<file path="src/rtl/doodle_physics_engine.sv">
// Frame-stepped Doodle physics: serial platform scan, gravity, floor bounce, wrap and shots.
// Define PHYS_OVERRUN_CNT_EN to add overrun_cnt, a saturating count of ticks dropped while busy.
module doodle_physics_engine #(
    parameter int NUM_PLAT      = 16,
    parameter int NUM_SHOTS     = 4,
    parameter int GRAVITY       = 1,
    parameter int JUMP_VEL      = 12,
    parameter int MAX_FALL      = 10,
    parameter int X_SPEED       = 2,
    parameter int SHOT_SPEED    = 7,
    parameter int FIRE_COOLDOWN = 8,
    parameter int SCREEN_W      = 640,
    parameter int SCREEN_H      = 480,
    parameter int WRAP_MARGIN   = 25,
    parameter int DOODLE_HALF   = 6
) (
    input  logic                    Clk,
    input  logic                    Reset_n,
    input  logic                    frame_tick,
    input  logic                    run,
    input  logic [7:0]              keycode,
    input  logic [NUM_PLAT*10-1:0]  plat_x,
    input  logic [NUM_PLAT*10-1:0]  plat_y,
    input  logic [9:0]              plat_half_w,
    input  logic [9:0]              plat_half_h,
    output logic [9:0]              doodle_x,
    output logic [9:0]              doodle_y,
    output logic [9:0]              doodle_vy,
    output logic [9:0]              doodle_s,
    output logic                    landed,
    output logic [5:0]              landed_idx,
    output logic [NUM_SHOTS*10-1:0] shot_x,
    output logic [NUM_SHOTS*10-1:0] shot_y,
    output logic [NUM_SHOTS-1:0]    shot_valid,
    output logic                    busy,
    output logic                    frame_done
`ifdef PHYS_OVERRUN_CNT_EN
    ,
    output logic [7:0]              overrun_cnt
`endif
);

    localparam logic [9:0]         X_RESET     = 10'(SCREEN_W / 2);
    localparam logic [9:0]         Y_RESET     = 10'(SCREEN_H / 2);
    localparam logic [9:0]         HALF        = 10'(DOODLE_HALF);
    localparam logic [9:0]         JUMP_UP     = 10'(-JUMP_VEL);
    localparam logic [9:0]         FLOOR_Y     = 10'(SCREEN_H - 1 - DOODLE_HALF);
    localparam logic signed [12:0] FLOOR_LINE  = 13'(SCREEN_H - 1);
    localparam logic signed [10:0] GRAV_S      = 11'(GRAVITY);
    localparam logic signed [10:0] MAX_FALL_S  = 11'(MAX_FALL);
    localparam logic signed [11:0] X_STEP      = 12'(X_SPEED);
    localparam logic signed [11:0] WRAP_LO     = 12'(WRAP_MARGIN);
    localparam logic signed [11:0] WRAP_HI     = 12'(SCREEN_W - 1 - WRAP_MARGIN);
    localparam logic [9:0]         WRAP_TO_R   = 10'(SCREEN_W - 1 - WRAP_MARGIN - 1);
    localparam logic [9:0]         WRAP_TO_L   = 10'(WRAP_MARGIN + 1);
    localparam logic [9:0]         SHOT_STEP   = 10'(SHOT_SPEED);
    localparam logic [9:0]         SHOT_RETIRE = 10'(SHOT_SPEED + WRAP_MARGIN);

    typedef enum logic [1:0] {Idle, Scan, Update, Finish} physState_t;

    physState_t  state;
    logic [5:0]  scanIdx;
    logic [5:0]  hitIdx;
    logic        hitFound;
    logic [9:0]  hitTop;
    logic [7:0]  keyLatch;
    logic        runLatch;
    logic [7:0]  prevKey;
    logic [7:0]  cooldown;

    logic [9:0]  curX, curY, dx;
    logic [10:0] feet, platTop;
    logic [11:0] feetFall;
    logic        vyPos, topValid, scanHit;

    // Landing test for the platform currently addressed by scanIdx; 11-bit math keeps top<0 and feet overflow honest.
    always_comb begin
        curX     = plat_x[int'(scanIdx)*10 +: 10];
        curY     = plat_y[int'(scanIdx)*10 +: 10];
        feet     = {1'b0, doodle_y} + {1'b0, HALF};
        topValid = (curY >= plat_half_h);
        platTop  = {1'b0, curY} - {1'b0, plat_half_h};
        vyPos    = !doodle_vy[9] && (doodle_vy != 10'd0);
        feetFall = {1'b0, feet} + {2'b00, doodle_vy};
        dx       = (doodle_x >= curX) ? (doodle_x - curX) : (curX - doodle_x);
        scanHit  = vyPos && topValid && (feet <= platTop) &&
                   (feetFall >= {1'b0, platTop}) && (dx <= plat_half_w);
    end

    logic signed [12:0] feetVy;
    logic signed [10:0] vyGrav;
    logic signed [11:0] nx;
    logic [9:0]         vyNext, xNext;
    logic               floorHit, moveLeft, moveRight, fireEvt, freeFound;
    int                 freeIdx;

    // Next-state candidates for the single UPDATE cycle.
    always_comb begin
        feetVy   = $signed({2'b00, feet}) + $signed({{3{doodle_vy[9]}}, doodle_vy});
        floorHit = (feetVy >= FLOOR_LINE);
        vyGrav   = $signed({doodle_vy[9], doodle_vy}) + GRAV_S;
        vyNext   = (vyGrav > MAX_FALL_S) ? MAX_FALL_S[9:0] : vyGrav[9:0];

        moveRight = (keyLatch == 8'd7) || (keyLatch == 8'd79);
        moveLeft  = (keyLatch == 8'd4) || (keyLatch == 8'd80);
        nx = $signed({2'b00, doodle_x});
        if (moveRight)
            nx = nx + X_STEP;
        else if (moveLeft)
            nx = nx - X_STEP;
        if (nx <= WRAP_LO)
            xNext = WRAP_TO_R;
        else if (nx >= WRAP_HI)
            xNext = WRAP_TO_L;
        else
            xNext = nx[9:0];

        fireEvt   = (keyLatch == 8'd30) && (prevKey != 8'd30) && (cooldown == 8'd0);
        freeFound = 1'b0;
        freeIdx   = 0;
        for (int i = 0; i < NUM_SHOTS; i++) begin
            if (!shot_valid[i] && !freeFound) begin
                freeFound = 1'b1;
                freeIdx   = i;
            end
        end
    end

    assign doodle_s = HALF;

    // Frame sequencer: IDLE -> SCAN (one platform per clock) -> UPDATE -> FINISH pulse -> IDLE.
    always_ff @(posedge Clk or negedge Reset_n) begin
        if (!Reset_n) begin
            state      <= Idle;
            scanIdx    <= '0;
            hitIdx     <= '0;
            hitFound   <= 1'b0;
            hitTop     <= '0;
            keyLatch   <= '0;
            runLatch   <= 1'b0;
            prevKey    <= '0;
            cooldown   <= '0;
            doodle_x   <= X_RESET;
            doodle_y   <= Y_RESET;
            doodle_vy  <= '0;
            landed     <= 1'b0;
            landed_idx <= '0;
            shot_x     <= '0;
            shot_y     <= '0;
            shot_valid <= '0;
            busy       <= 1'b0;
            frame_done <= 1'b0;
`ifdef PHYS_OVERRUN_CNT_EN
            overrun_cnt <= '0;
`endif
        end else begin
            landed     <= 1'b0;
            frame_done <= 1'b0;
`ifdef PHYS_OVERRUN_CNT_EN
            if (frame_tick && busy && (overrun_cnt != 8'hFF))
                overrun_cnt <= overrun_cnt + 8'd1;
`endif
            case (state)
                Idle: begin
                    if (frame_tick) begin
                        keyLatch <= keycode;
                        runLatch <= run;
                        busy     <= 1'b1;
                        scanIdx  <= '0;
                        hitFound <= 1'b0;
                        state    <= run ? Scan : Update;
                    end
                end
                Scan: begin
                    if (scanHit && !hitFound) begin
                        hitFound <= 1'b1;
                        hitIdx   <= scanIdx;
                        hitTop   <= platTop[9:0];
                    end
                    if (int'(scanIdx) == NUM_PLAT - 1)
                        state <= Update;
                    else
                        scanIdx <= scanIdx + 6'd1;
                end
                Update: begin
                    if (runLatch) begin
                        if (hitFound) begin
                            doodle_y   <= hitTop - HALF;
                            doodle_vy  <= JUMP_UP;
                            landed     <= 1'b1;
                            landed_idx <= hitIdx;
                        end else if (floorHit) begin
                            doodle_y   <= FLOOR_Y;
                            doodle_vy  <= JUMP_UP;
                            landed     <= 1'b1;
                            landed_idx <= 6'd63;
                        end else begin
                            doodle_y  <= doodle_y + doodle_vy;
                            doodle_vy <= vyNext;
                        end
                        doodle_x <= xNext;

                        // A slot spawned this frame was invalid on entry, so it stays put until next frame.
                        for (int i = 0; i < NUM_SHOTS; i++) begin
                            if (shot_valid[i]) begin
                                if (shot_y[i*10 +: 10] < SHOT_RETIRE)
                                    shot_valid[i] <= 1'b0;
                                else
                                    shot_y[i*10 +: 10] <= shot_y[i*10 +: 10] - SHOT_STEP;
                            end else if (fireEvt && freeFound && (freeIdx == i)) begin
                                shot_valid[i]      <= 1'b1;
                                shot_x[i*10 +: 10] <= doodle_x;
                                shot_y[i*10 +: 10] <= doodle_y;
                            end
                        end

                        if (fireEvt && freeFound)
                            cooldown <= 8'(FIRE_COOLDOWN);
                        else if (cooldown != 8'd0)
                            cooldown <= cooldown - 8'd1;
                        prevKey <= keyLatch;
                    end
                    state <= Finish;
                end
                Finish: begin
                    busy       <= 1'b0;
                    frame_done <= 1'b1;
                    state      <= Idle;
                end
                default: state <= Idle;
            endcase
        end
    end

endmodule

</file>
<file path="config.mk">
export PLATFORM = sky130hd
export DESIGN_NAME = doodle_physics_engine
export DESIGN_NICKNAME = d
export VERILOG_FILES = /design/src/rtl/doodle_physics_engine.sv
export SDC_FILE = /design/constraint.sdc
export NUM_CORES = 1
export LEC_CHECK = 0
export ABC_AREA = 1
export BUFFER_PORTS_ARGS = -buffer_cell sky130_fd_sc_hd__buf_2
export CAP_MARGIN = 20
export CELL_PAD_IN_SITES_DETAIL_PLACEMENT = 0
export CELL_PAD_IN_SITES_GLOBAL_PLACEMENT = 2
export CORE_MARGIN = 8
export CORE_UTILIZATION = 30
export CTS_CLUSTER_SIZE = 10
export DETAILED_ROUTE_END_ITERATION = 10
export PLACE_DENSITY = 0.95
export RECOVER_POWER = 25
export SLEW_MARGIN = 10
export SYNTH_ARGS = -nofsm -noshare
export SYNTH_HDL_FRONTEND = slang
export SYNTH_SLANG_ARGS = --single-unit
</file>
<file path="constraint.sdc">
create_clock -name Clk -period 7.9 [get_ports Clk]
set_input_delay 1.58 -clock Clk [delete_from_list [all_inputs] [get_ports Clk]]
set_output_delay 1.58 -clock Clk [all_outputs]
set_load 0.01 [all_outputs]
</file>
==> out/qor.txt <==
Syn Inst Count: 2319
Final period util: 81.1%
worst hold margin: 0.473 ns
area grow syn2layout: 22.7%
Worst-Skew Late Latency: 0.43 ns
post-CTS sizing: 0
critical path fanouts, max: 89
Die H: 243 µm
failing checks: max-capacitance violations, max-slew violations
total power: 0.00744 W
Final HPWL DP: 50900 µm
FMAX: 156 MHz
row count: 83
final core utilization: 37.1%
Final Hold Viols: 0
Clock Pin Slew Worst Setup and Hold Paths: 0.08 ns
clock sinks: 173
Total Wirelength: 63300 µm
RSZ-0062 raised after global routing: false
ys flop type: dfrtp_1
total leakage power: 9.90 nW
dominant cells by area after synthesis: dfrtp_1 27%, nand2_1 11%, o21ai_0 9.4%
remaining global-route overflow: 0
I/O pins: 485
Max-cap violations: 2
first-pass GRT wire length: 98200 µm
post-synth top area share: 27.0%
setup TNS: 0 ns
vias in the first global route: 17200
Synth warnings: 0
Post-CTS Setup Inserts: 0
core area: 51200 µm²
WP data arrival: 6.72 ns
die width: 243 µm
hold buffers post-CTS: 0
CTS tree: built
Via Count: 17300
Net count, final: 3166
status: complete, but fails checks
Cell variety after synth: 67
fin. max-slew vios: 70
final setup violation count: 0
Worst Tran Pin Value: 2.00 ns
CP Capture Type: register
CTS buffer count: 17
initial core utilization: 30.2%
GRT Overall Usage: 20.6%
Die ar.: 59100 µm²
largest area contributor in the netlist: dfrtp_1
Worst Hold Class: register to register
DR vias/cell: 5.06
TritonRoute pass-1 iters: 5
Routed Antenna Nets: 0
post-synthesis register bit count: 173
initial antenna violation count: 11
CP startpoint kind: register
Setup CP Type: register to register
post-synthesis average cell area: 6.67 µm²
Final min period: 6.41 ns
Seq/Total Area, Yosys: 28.0%
proportion of layout cells with a drive suffix above 1: 21.2%
largest net degree at the start of global routing: 97
Clock Root Buffer: clkbuf_16
DRT iter0 DRCs: 1105
Crit path required time: 8.21 ns
worst rel slew slack: -33.2%
I/O Buffers: 474
routed len/inst: 18.5 µm
asr flop ratio synth: 100%
clock tree buffer depth: 2
routability cong.: 0.909
# DRC: 0
Fin Clk Skew: 0.0161 ns
synthesized cell area: 15500 µm²
number of synthesized flops with an enable pin: 0
maximum vdd drop: 0.172 mV
H-Tree Depth: 4
Pwr Density: 392 nW/µm²
[routing by layer]
metal / global-route usage (%) / vias up / share of wire (%)
met3: 4.97 / 74 / 6.4
li1: - / 8512 / -
met4: 5.34 / 2 / 2.3
met1: 25.6 / 8142 / 43
met5: 0 / - / 0.017
met2: 35.3 / 532 / 48
[cell usage in the layout, fill, tap and decap left out, types with 40 or more instances in the layout]
master    netlist  layout
o211ai_1       47      47
nor2_1        346     345
dfrtp_1       167     165
ha_1           98      98
nand4_1        41      41
nand3_1       105     105
xor2_1         53      53
o32ai_1        40      40
a21oi_1        95      96
buf_2          23     472
o21ai_0       291     291
inv_1         254     254
nand2_1       454     454
[layout make-up]
class                   instances  area [µm²]
flip-flops and latches        173        4340
well taps                     680         851
inverters                     266        1010
fillers                      5575       32200
multi-input cells            1763        9600
diodes                          9        22.5
clock buffers                  19         443
repair buffers                490        2510
clock inverters                13         199
[worst max-delay path: stages, from the launching register on]
cell       delay (ns)
dfrtp_4          0.54
inv_4            0.59
buf_4            0.54
nor2_1           0.08
o32ai_1          0.26
nand2_1          0.08
nand3_1          0.16
nand2_1          0.12
ha_1             0.34
nand2_1          0.14
inv_1            0.05
a221oi_1         0.31
o2111ai_1        0.40
buf_4            0.31
mux2_2           0.23
inv_1            0.05
ha_1             0.29
nand4_1          0.12
nor3_1           0.18
nand2_1          0.06
o21ai_0          0.52
nand3_1          0.25
inv_1            0.16
nand4_4          0.26
nand2_1          0.17
nand2_1          0.06
[synthesized netlist by cell type (40+ instances only)]
| cell type | n |
|---|---|
| xor2_1 | 53 |
| nor2_1 | 346 |
| dfrtp_1 | 167 |
| a21oi_1 | 95 |
| o211ai_1 | 47 |
| ha_1 | 98 |
| nand2_1 | 454 |
| nand3_1 | 105 |
| nand4_1 | 41 |
| o21ai_0 | 291 |
| inv_1 | 254 |
| o32ai_1 | 40 |
| clkbuf_1 | 74 |
[stage by stage]
step	cell area, µm²	setup slack (ns)	cells
after global placement	18300	0.996	3370
after floorplan	15500	2.71	2327
final	19000	1.49	3413
after CTS	18900	1.24	3402
after detailed placement	18300	0.829	3370
after global routing	19000	0.892	3411
[path summary, 6_finish.rpt]
kind	slack [ns]	endpoint	from	depth (start not counted)
setup / recovery	1.49	hitIdx[4]$_DFFE_PN0P_	scanIdx[0]$_DFFE_PN0P_	25
hold / removal	0.47	landed_idx[0]$_DFFE_PN0P_	landed_idx[0]$_DFFE_PN0P_	2
setup reg to reg	1.49	hitIdx[4]$_DFFE_PN0P_	scanIdx[0]$_DFFE_PN0P_	25
hold reg to reg	0.47	landed_idx[0]$_DFFE_PN0P_	landed_idx[0]$_DFFE_PN0P_	2
max in group asynchronous	4.51	shot_y[9]$_DFFE_PN0P_	Reset_n	2
min in group asynchronous	1.24	doodle_vy[6]$_DFFE_PN0P_	Reset_n	1
[cell families after synthesis]
logic type	share of synthesized area, %
adders and majority gates	8.57
xor gates and xnor gates	3.85
other	0.0486
AOI/OAI and AO/OA	21.2
and+or+nand+nor	27.8
DFF	28.0
buffers and inverters	10.1
muxes	0.275
[report_power, final]
group	switching, W	internal [W]	total [W]
combinational	0.00324	0.00180	0.00503
clock	0.000395	0.000547	0.000942
sequential	0.000378	0.00108	0.00146
total	0.00401	0.00343	0.00744
[flip-flops by register name, indices dropped and copies added (netlist names), 8 cells and up]
register,cells
cooldown,8
doodle_vy,10
doodle_x,10
doodle_y,10
hitTop,10
keyLatch,8
prevKey,8
shot_x,40
shot_y,40
Note: power is estimated with default switching activity, not from simulation.
